===== src/rtl/control_unit_pkg.sv =====
// Shared types and constants for the control_unit sequencer.
// FSM states, opcode classes, instruction field positions.
package control_unit_pkg;

   typedef enum logic [2:0] {
      S_IDLE,
      S_FETCH,
      S_DECODE,
      S_EXECUTE,
      S_WRITEBACK,
      S_HALT
   } state_e;

   localparam logic [3:0] OP_ALU_MAX = 4'hB;
   localparam logic [3:0] OP_LDI     = 4'hC;
   localparam logic [3:0] OP_BZ      = 4'hD;
   localparam logic [3:0] OP_JMP     = 4'hE;
   localparam logic [3:0] OP_HALT    = 4'hF;

   localparam int OP_LSB  = 12;
   localparam int RD_LSB  = 8;
   localparam int RA_LSB  = 4;
   localparam int RB_LSB  = 0;
   localparam int IMM_LSB = 0;

   typedef struct packed {
      logic [3:0] op;
      logic [3:0] rd;
      logic [3:0] ra;
      logic [3:0] rb;
      logic [7:0] imm;
      logic       is_alu;
      logic       is_ldi;
      logic       is_branch;
      logic       is_halt;
   } dec_t;

endpackage


===== src/rtl/control_unit_instr_decode.sv =====
// Combinational instruction decoder: field split and class flags.
module instr_decode
   import control_unit_pkg::*;
(
   input  logic [15:0] ir_i,
   output dec_t        dec_o
);

   logic [3:0] op;

   assign op = ir_i[OP_LSB +: 4];

   assign dec_o.op        = op;
   assign dec_o.rd        = ir_i[RD_LSB +: 4];
   assign dec_o.ra        = ir_i[RA_LSB +: 4];
   assign dec_o.rb        = ir_i[RB_LSB +: 4];
   assign dec_o.imm       = ir_i[IMM_LSB +: 8];
   assign dec_o.is_alu    = (op <= OP_ALU_MAX);
   assign dec_o.is_ldi    = (op == OP_LDI);
   assign dec_o.is_branch = (op == OP_BZ) || (op == OP_JMP);
   assign dec_o.is_halt   = (op == OP_HALT);

endmodule


===== src/rtl/control_unit.sv =====
// Fetch/decode/execute/writeback sequencer for the reg-file/ALU datapath.
// Outputs are registered from the next state so they align with it.
module control_unit
   import control_unit_pkg::*;
#(
   parameter int unsigned         PC_WIDTH = 8,
   parameter logic [PC_WIDTH-1:0] RESET_PC = '0
) (
   input  logic                clk,
   input  logic                rst,
   input  logic                run,
   output logic [PC_WIDTH-1:0] imem_addr,
   output logic                imem_rd,
   input  logic [15:0]         imem_data,
   input  logic [7:0]          alu_result,
   input  logic                alu_zero,
   input  logic                alu_carry,
   output logic [3:0]          alu_opcode,
   output logic [3:0]          ra_addr,
   output logic [3:0]          rb_addr,
   output logic [3:0]          write_addr,
   output logic [7:0]          write_data,
   output logic                write_en,
   output logic [PC_WIDTH-1:0] pc,
   output logic                zero_flag,
   output logic                carry_flag,
   output logic                halted
);

   state_e              state_q, state_d;
   logic [PC_WIDTH-1:0] pc_q, pc_d;
   logic [15:0]         ir_q, ir_d;
   logic [7:0]          res_q, res_d;
   logic                zf_q, zf_d;
   logic                cf_q, cf_d;
   dec_t                dec;

   logic [PC_WIDTH-1:0] iaddr_q;
   logic                ird_q;
   logic [3:0]          opc_q, ra_q, rb_q, wa_q;
   logic [7:0]          wd_q;
   logic                we_q, halted_q;

   // Decode the word that will sit in ir next cycle.
   assign ir_d = (state_q == S_DECODE) ? imem_data : ir_q;

   instr_decode u_dec (
      .ir_i  (ir_d),
      .dec_o (dec)
   );

   always_comb begin
      state_d = state_q;
      pc_d    = pc_q;
      res_d   = res_q;
      zf_d    = zf_q;
      cf_d    = cf_q;
      unique case (state_q)
         S_IDLE:   if (run) state_d = S_FETCH;
         S_FETCH:  state_d = S_DECODE;
         S_DECODE: begin
            pc_d    = pc_q + PC_WIDTH'(1);
            state_d = S_EXECUTE;
         end
         S_EXECUTE: begin
            unique case (1'b1)
               dec.is_alu: begin
                  res_d   = alu_result;
                  zf_d    = alu_zero;
                  cf_d    = alu_carry;
                  state_d = S_WRITEBACK;
               end
               dec.is_ldi: begin
                  res_d   = dec.imm;
                  state_d = S_WRITEBACK;
               end
               dec.is_branch: begin
                  if ((dec.op == OP_JMP) || zf_q)
                     pc_d = PC_WIDTH'(dec.imm);
                  state_d = S_FETCH;
               end
               dec.is_halt: state_d = S_HALT;
               default:     state_d = S_IDLE;
            endcase
         end
         S_WRITEBACK: state_d = S_FETCH;
         S_HALT:      state_d = S_HALT;
         default:     state_d = S_IDLE;
      endcase
   end

   always_ff @(posedge clk) begin
      if (rst) begin
         state_q  <= S_IDLE;
         pc_q     <= RESET_PC;
         ir_q     <= '0;
         res_q    <= '0;
         zf_q     <= 1'b0;
         cf_q     <= 1'b0;
         iaddr_q  <= '0;
         ird_q    <= 1'b0;
         opc_q    <= '0;
         ra_q     <= '0;
         rb_q     <= '0;
         wa_q     <= '0;
         wd_q     <= '0;
         we_q     <= 1'b0;
         halted_q <= 1'b0;
      end else begin
         state_q  <= state_d;
         pc_q     <= pc_d;
         ir_q     <= ir_d;
         res_q    <= res_d;
         zf_q     <= zf_d;
         cf_q     <= cf_d;
         ird_q    <= (state_d == S_FETCH);
         iaddr_q  <= (state_d == S_FETCH) ? pc_d : '0;
         opc_q    <= (state_d == S_EXECUTE) ? dec.op : '0;
         ra_q     <= (state_d == S_EXECUTE) ? dec.ra : '0;
         rb_q     <= (state_d == S_EXECUTE) ? dec.rb : '0;
         we_q     <= (state_d == S_WRITEBACK);
         wa_q     <= (state_d == S_WRITEBACK) ? dec.rd : '0;
         wd_q     <= (state_d == S_WRITEBACK) ? res_d : '0;
         halted_q <= (state_d == S_HALT);
      end
   end

   assign imem_addr  = iaddr_q;
   assign imem_rd    = ird_q;
   assign alu_opcode = opc_q;
   assign ra_addr    = ra_q;
   assign rb_addr    = rb_q;
   assign write_addr = wa_q;
   assign write_data = wd_q;
   assign write_en   = we_q;
   assign pc         = pc_q;
   assign zero_flag  = zf_q;
   assign carry_flag = cf_q;
   assign halted     = halted_q;

endmodule


===== config.mk =====
export PLATFORM = sky130hd
export DESIGN_NAME = control_unit
export DESIGN_NICKNAME = d
export VERILOG_FILES = /design/src/rtl/control_unit_pkg.sv /design/src/rtl/control_unit_instr_decode.sv /design/src/rtl/control_unit.sv
export SDC_FILE = /design/constraint.sdc
export NUM_CORES = 1
export LEC_CHECK = 0
export CAP_MARGIN = 10
export CORE_ASPECT_RATIO = 1.2
export CORE_MARGIN = 2
export CORE_UTILIZATION = 50
export CTS_CLUSTER_DIAMETER = 30
export DETAILED_ROUTE_END_ITERATION = 10
export PLACE_DENSITY = 0.83
export SYNTH_ARGS = -nofsm -noshare
export SYNTH_HDL_FRONTEND = slang
export SYNTH_SLANG_ARGS = --single-unit

===== constraint.sdc =====
create_clock -name clk -period 4.5 [get_ports clk]
set_clock_uncertainty 0.1 [all_clocks]
set_input_delay 1.125 -clock clk [delete_from_list [all_inputs] [get_ports clk]]
set_output_delay 1.125 -clock clk [all_outputs]
set_load 0.005 [all_outputs]

-- Yosys cells after proc, flatten, opt, wreduce, memory -nomap -nowiden
Cells that the tools add are included.
- bits of input ports: 29
- logic and storage cells: 50
- bits in registers: 72
- order comparisons: 1
- reduce and logical (&&, ||, !) cells: 8
- bitwise gates (word level): 3
- add/subtract/negate cells: 1
- multiplexer cells: 9
- equal/unequal tests: 13
- operator list (cell ; number):
    $pmux W8 S2 ; 2
    $mux W8 ; 3
    $pmux W3 S6 ; 1
    $eq A4 B4 Y1 const B ; 4
    $mux W16 ; 1
    $eq A3 B3 Y1 const B ; 4
    $eq A3 B2 Y1 const B ; 3
    $pmux W3 S3 ; 1
    $add A8 B1 Y8 const B ; 1
    $reduce_or A2 Y1 ; 4
    $eq A3 B1 Y1 const B ; 2
    $le A4 B4 Y1 const B ; 1
    $logic_not A3 Y1 ; 1
    $mux W3 ; 1
    $not A1 Y1 ; 3
    $logic_or A1 B1 Y1 ; 2
    $reduce_and A2 Y1 ; 1

-- Depth between registers and ports, before layout
- depth in word-level cells: 9
- gate-level depth with buffers: 8
- mapped depth without buffers: 6

-- By module
From an unflattened synthesis, not the netlist that was laid out.
- cell total of the unflattened synthesis: 301
- area total of the unflattened synthesis: 3019.1 µm²
- by module, submodules not included (module ; seq. area each (µm²) ; cells each ; times used ; area each (µm²)):
    control_unit ; 1441.4 ; 271 ; 1 ; 2810.2
    instr_decode ; 0.0 ; 30 ; 1 ; 209.0

-- Worst setup path before layout
OpenSTA, ideal clock, no wires.
- path kind: input port to flip-flop
- start: input port run
- end: register iaddr_q[6] (netlist: imem_addr[6])
- data required time: 4.313 ns
- slack: 2.239 ns
- cell stages on the path: 6
- arrival time: 2.074 ns
- path through: nand2b_1 a21oi_1 a21oi_1 or3_1 buf_2 nor4b_2
- longest elaborated chain between the ends: 5
- RTL lines (item ; line ; source):
    start: declaration ; control_unit.sv:11 ; input logic run,
    $mux W3 ; control_unit.sv:59 ; S_IDLE: if (run) state_d = S_FETCH;
    $pmux W3 S6 ; control_unit.sv:58 ; unique case (state_q)
    $eq A3 B1 Y1 ; control_unit.sv:117 ; iaddr_q <= (state_d == S_FETCH) ? pc_d : '0;
    $not A1 Y1 (no line) ; - ;
    $reduce_or A2 Y1 (no line) ; - ;
    end signal: assignment ; control_unit.sv:117 ;
    end: declaration ; control_unit.sv:38 ; logic [PC_WIDTH-1:0] iaddr_q;
Every way passes these cells.
A chain may end at the register's enable or synchronous reset.

-- Worst setup path in the final report
- start: input port rst
- end: register wd_q[1] (netlist: write_data[1])
- longest elaborated chain between the ends: 1
- RTL lines (item ; line ; source):
    start: declaration ; control_unit.sv:10 ; input logic rst,
    $reduce_or A2 Y1 (no line) ; - ;
    end signal: assignment ; control_unit.sv:123 ; wd_q <= (state_d == S_WRITEBACK) ? res_d : '0;
    end: declaration ; control_unit.sv:41 ; logic [7:0] wd_q;
Every way passes these cells.

==> impl_metrics.env <==
export IMPL_clk_latency_ns=0.33
export IMPL_worstPathMaxFanout=17
export IMPL_grt_usage_pct=22.4
export IMPL_rsz0062_at_grt="false"
export IMPL_hold_class="flop to flop"
export IMPL_portBuffers=73
export IMPL_cts_max_level=3
export IMPL_grt_pass1_wl_mm=10.4
export IMPL_cts_sinks=72
export IMPL_yosysUniqueCellTypes=44
export IMPL_total_power_uw=1440
export IMPL_tritoncts="done"
export IMPL_finalSetupViolations=0
export IMPL_finalSetupTns_ns=0
export IMPL_nets=383
export IMPL_drcViolationCount=0
export IMPL_cp_start_kind="input pin"
export IMPL_diodes=0
export IMPL_syn_avg_cell_area_um2=9.35
export IMPL_synth_edff_count=0
export IMPL_post_route_cells_drive_above_1_share_pct=6.98
export IMPL_final_common_cell="clkdlybuf4s50_1"
export IMPL_worstSetupStartpoint="rst"
export IMPL_post_place_ws_ns=1.43
export IMPL_finalMaxSlewViolations=0
export IMPL_dr_first_iter_drc_count=144
export IMPL_fin_ws_ns=1.78
export IMPL_final_cells=418
export IMPL_die_w_um=70.2
export IMPL_synth_ff_type="dfxtp_1"
export IMPL_hold_violations=0
export IMPL_gr_total_overflow=0
export IMPL_synth_area_um2=2630
export IMPL_final_cell_mix="73 x clkdlybuf4s50_1, 72 x dfxtp_1, 44 x nor2_1, 35 x nand2_1, 19 x a21oi_1"
export IMPL_hpwl_mm=4.58
export IMPL_async_flop_share_pct=0
export IMPL_yosys_warnings=0
export IMPL_ant_nets=0
export IMPL_endpoint_kind="flop"
export IMPL_drt_vias_per_instance=5.56
export IMPL_cts_repair_resized=0
export IMPL_clockBufferDepth=2
export IMPL_seq_area_frac_synth_pct=54.9
export IMPL_antenna_found_initial=0
export IMPL_drt_wl_total_mm=6.30
export IMPL_r2r_start="state_q[0]"
export IMPL_max_freq_mhz=368
export IMPL_leakagePower_uw=0.00131
export IMPL_ys_seq_elements=72
export IMPL_relSlewSlack_pct=45.9
export IMPL_cp_arrival_ns=2.88
export IMPL_place_congestion=0.817
export IMPL_synth_nets=311
export IMPL_ir_drop_mv=0.214
export IMPL_post_cts_buffers=0
export IMPL_dp_cells=402
export IMPL_cts_root_buffer_cell="clkbuf_8"
export IMPL_status="completed"
export IMPL_num_vias=2322
export IMPL_crit_required_ns=4.66
export IMPL_maxCapViolations=0
export IMPL_hold_start="ir_q[9]"
export IMPL_placementRows=28
export IMPL_synth_top_cell_by_area="dfxtp_1"
export IMPL_tightest_slew_ns=0.805
export IMPL_holdWs_ns=0.393
export IMPL_synth_area_leaders="dfxtp_1 55%, nor2_1 6.3%, nand2_1 5.0%, a21oi_1 3.6%, mux2i_1 3.4%"
export IMPL_ctsHoldBuffers=0
export IMPL_dr_pass1_iters=6
export IMPL_power_density_nw_per_um2=400
export IMPL_grt_max_degree=24
export IMPL_die_h_um=83.4
export IMPL_clk_pin_slew_worst_paths_ns=0.07
export IMPL_io_pins=74
export IMPL_min_period_ns=2.72
export IMPL_core_area_um2=5010
export IMPL_die_area_um2=5850
export IMPL_critPathKind="input pin to flop"
export IMPL_numCtsBuffers=9
export IMPL_netlist_instances=281
export IMPL_synth_top_area_share_pct=54.9
export IMPL_post_route_period_util_pct=60.4
export IMPL_wl_per_cell_um=15.1
export IMPL_start_util_pct=52.4
export IMPL_grt_pass1_vias=2215
export IMPL_area_delta_synth_final_pct=36.8
## cells by family after synthesis
logic type      Yosys count  synth area share (%)
buf+inv                  18                  2.81
simple gates            125                  23.0
compound gates           52                  13.9
xor+xnor                  2                 0.667
flops                    72                  54.9
fa+ha+maj                 1                 0.476
mux                      11                  4.29
## routing by layer
metal,part of all wire (%),GRT usage [%],vias up
met2,51,38.2,97
met4,2.1,8.57,0
met1,40,26.3,1087
met3,7.2,6.80,14
met5,0,0,-
li1,-,-,1124
## Yosys cell counts, types with 3 or more instances
cell      instances
dfxtp_1          72
nor2_1           44
nand2_1          35
a21oi_1          19
and2_1           13
mux2i_1           9
a222oi_1          8
clkbuf_1          8
and3_1            6
buf_2             5
o22ai_1           5
inv_1             4
nand2b_1          4
nand3_1           4
nor3b_1           4
nor2b_1           3
nor3_1            3
## critical path, stage by stage
cell,delay (ns)
clkdlybuf4s50_1,0.73
a211oi_1,0.46
nand2_1,0.36
nor2_1,0.20
## final timing paths
path,endpoint,slack [ns],cells past startpoint
setup / recovery,write_data[1],1.78,4
hold / removal,write_addr[1],0.39,2
setup reg to reg,write_data[0],2.24,4
hold reg to reg,write_addr[1],0.39,2
## power by group
| part | leakage (uW) | internal, uW | switching [uW] |
|---|---|---|---|
| clock network | 0.000103 | 285 | 213 |
| registers | 0.000583 | 676 | 44.0 |
| logic | 0.000625 | 110 | 109 |
| total | 0.00131 | 1070 | 366 |
## flip-flops by register name (all words and copies together) (netlist names), 3 cells and up
signal / count
ir_q: 16
write_data: 8
imem_addr: 8
pc: 8
alu_opcode: 4
res_q: 8
rb_addr: 4
write_addr: 4
state_q: 3
ra_addr: 4
## cell type report
type | count | area [um2]
Fill cell | 404 | 1420
Tap cell | 60 | 75.1
Clock inverter | 3 | 40.0
Sequential cell | 72 | 1440
Clock buffer | 13 | 159
Multi-Input combinational cell | 191 | 1120
Inverter | 4 | 15.0
Timing Repair Buffer | 75 | 746
## through the flow
step / cell area (um2) / util, %
3_3_place_gp: 3390 / 67.7
5_1_grt: 3590 / 71.7
4_1_cts: 3590 / 71.7
3_5_place_dp: 3390 / 67.7
2_1_floorplan: 2630 / -
6_report: 3590 / 71.7
(Power assumes the default switching activity.)
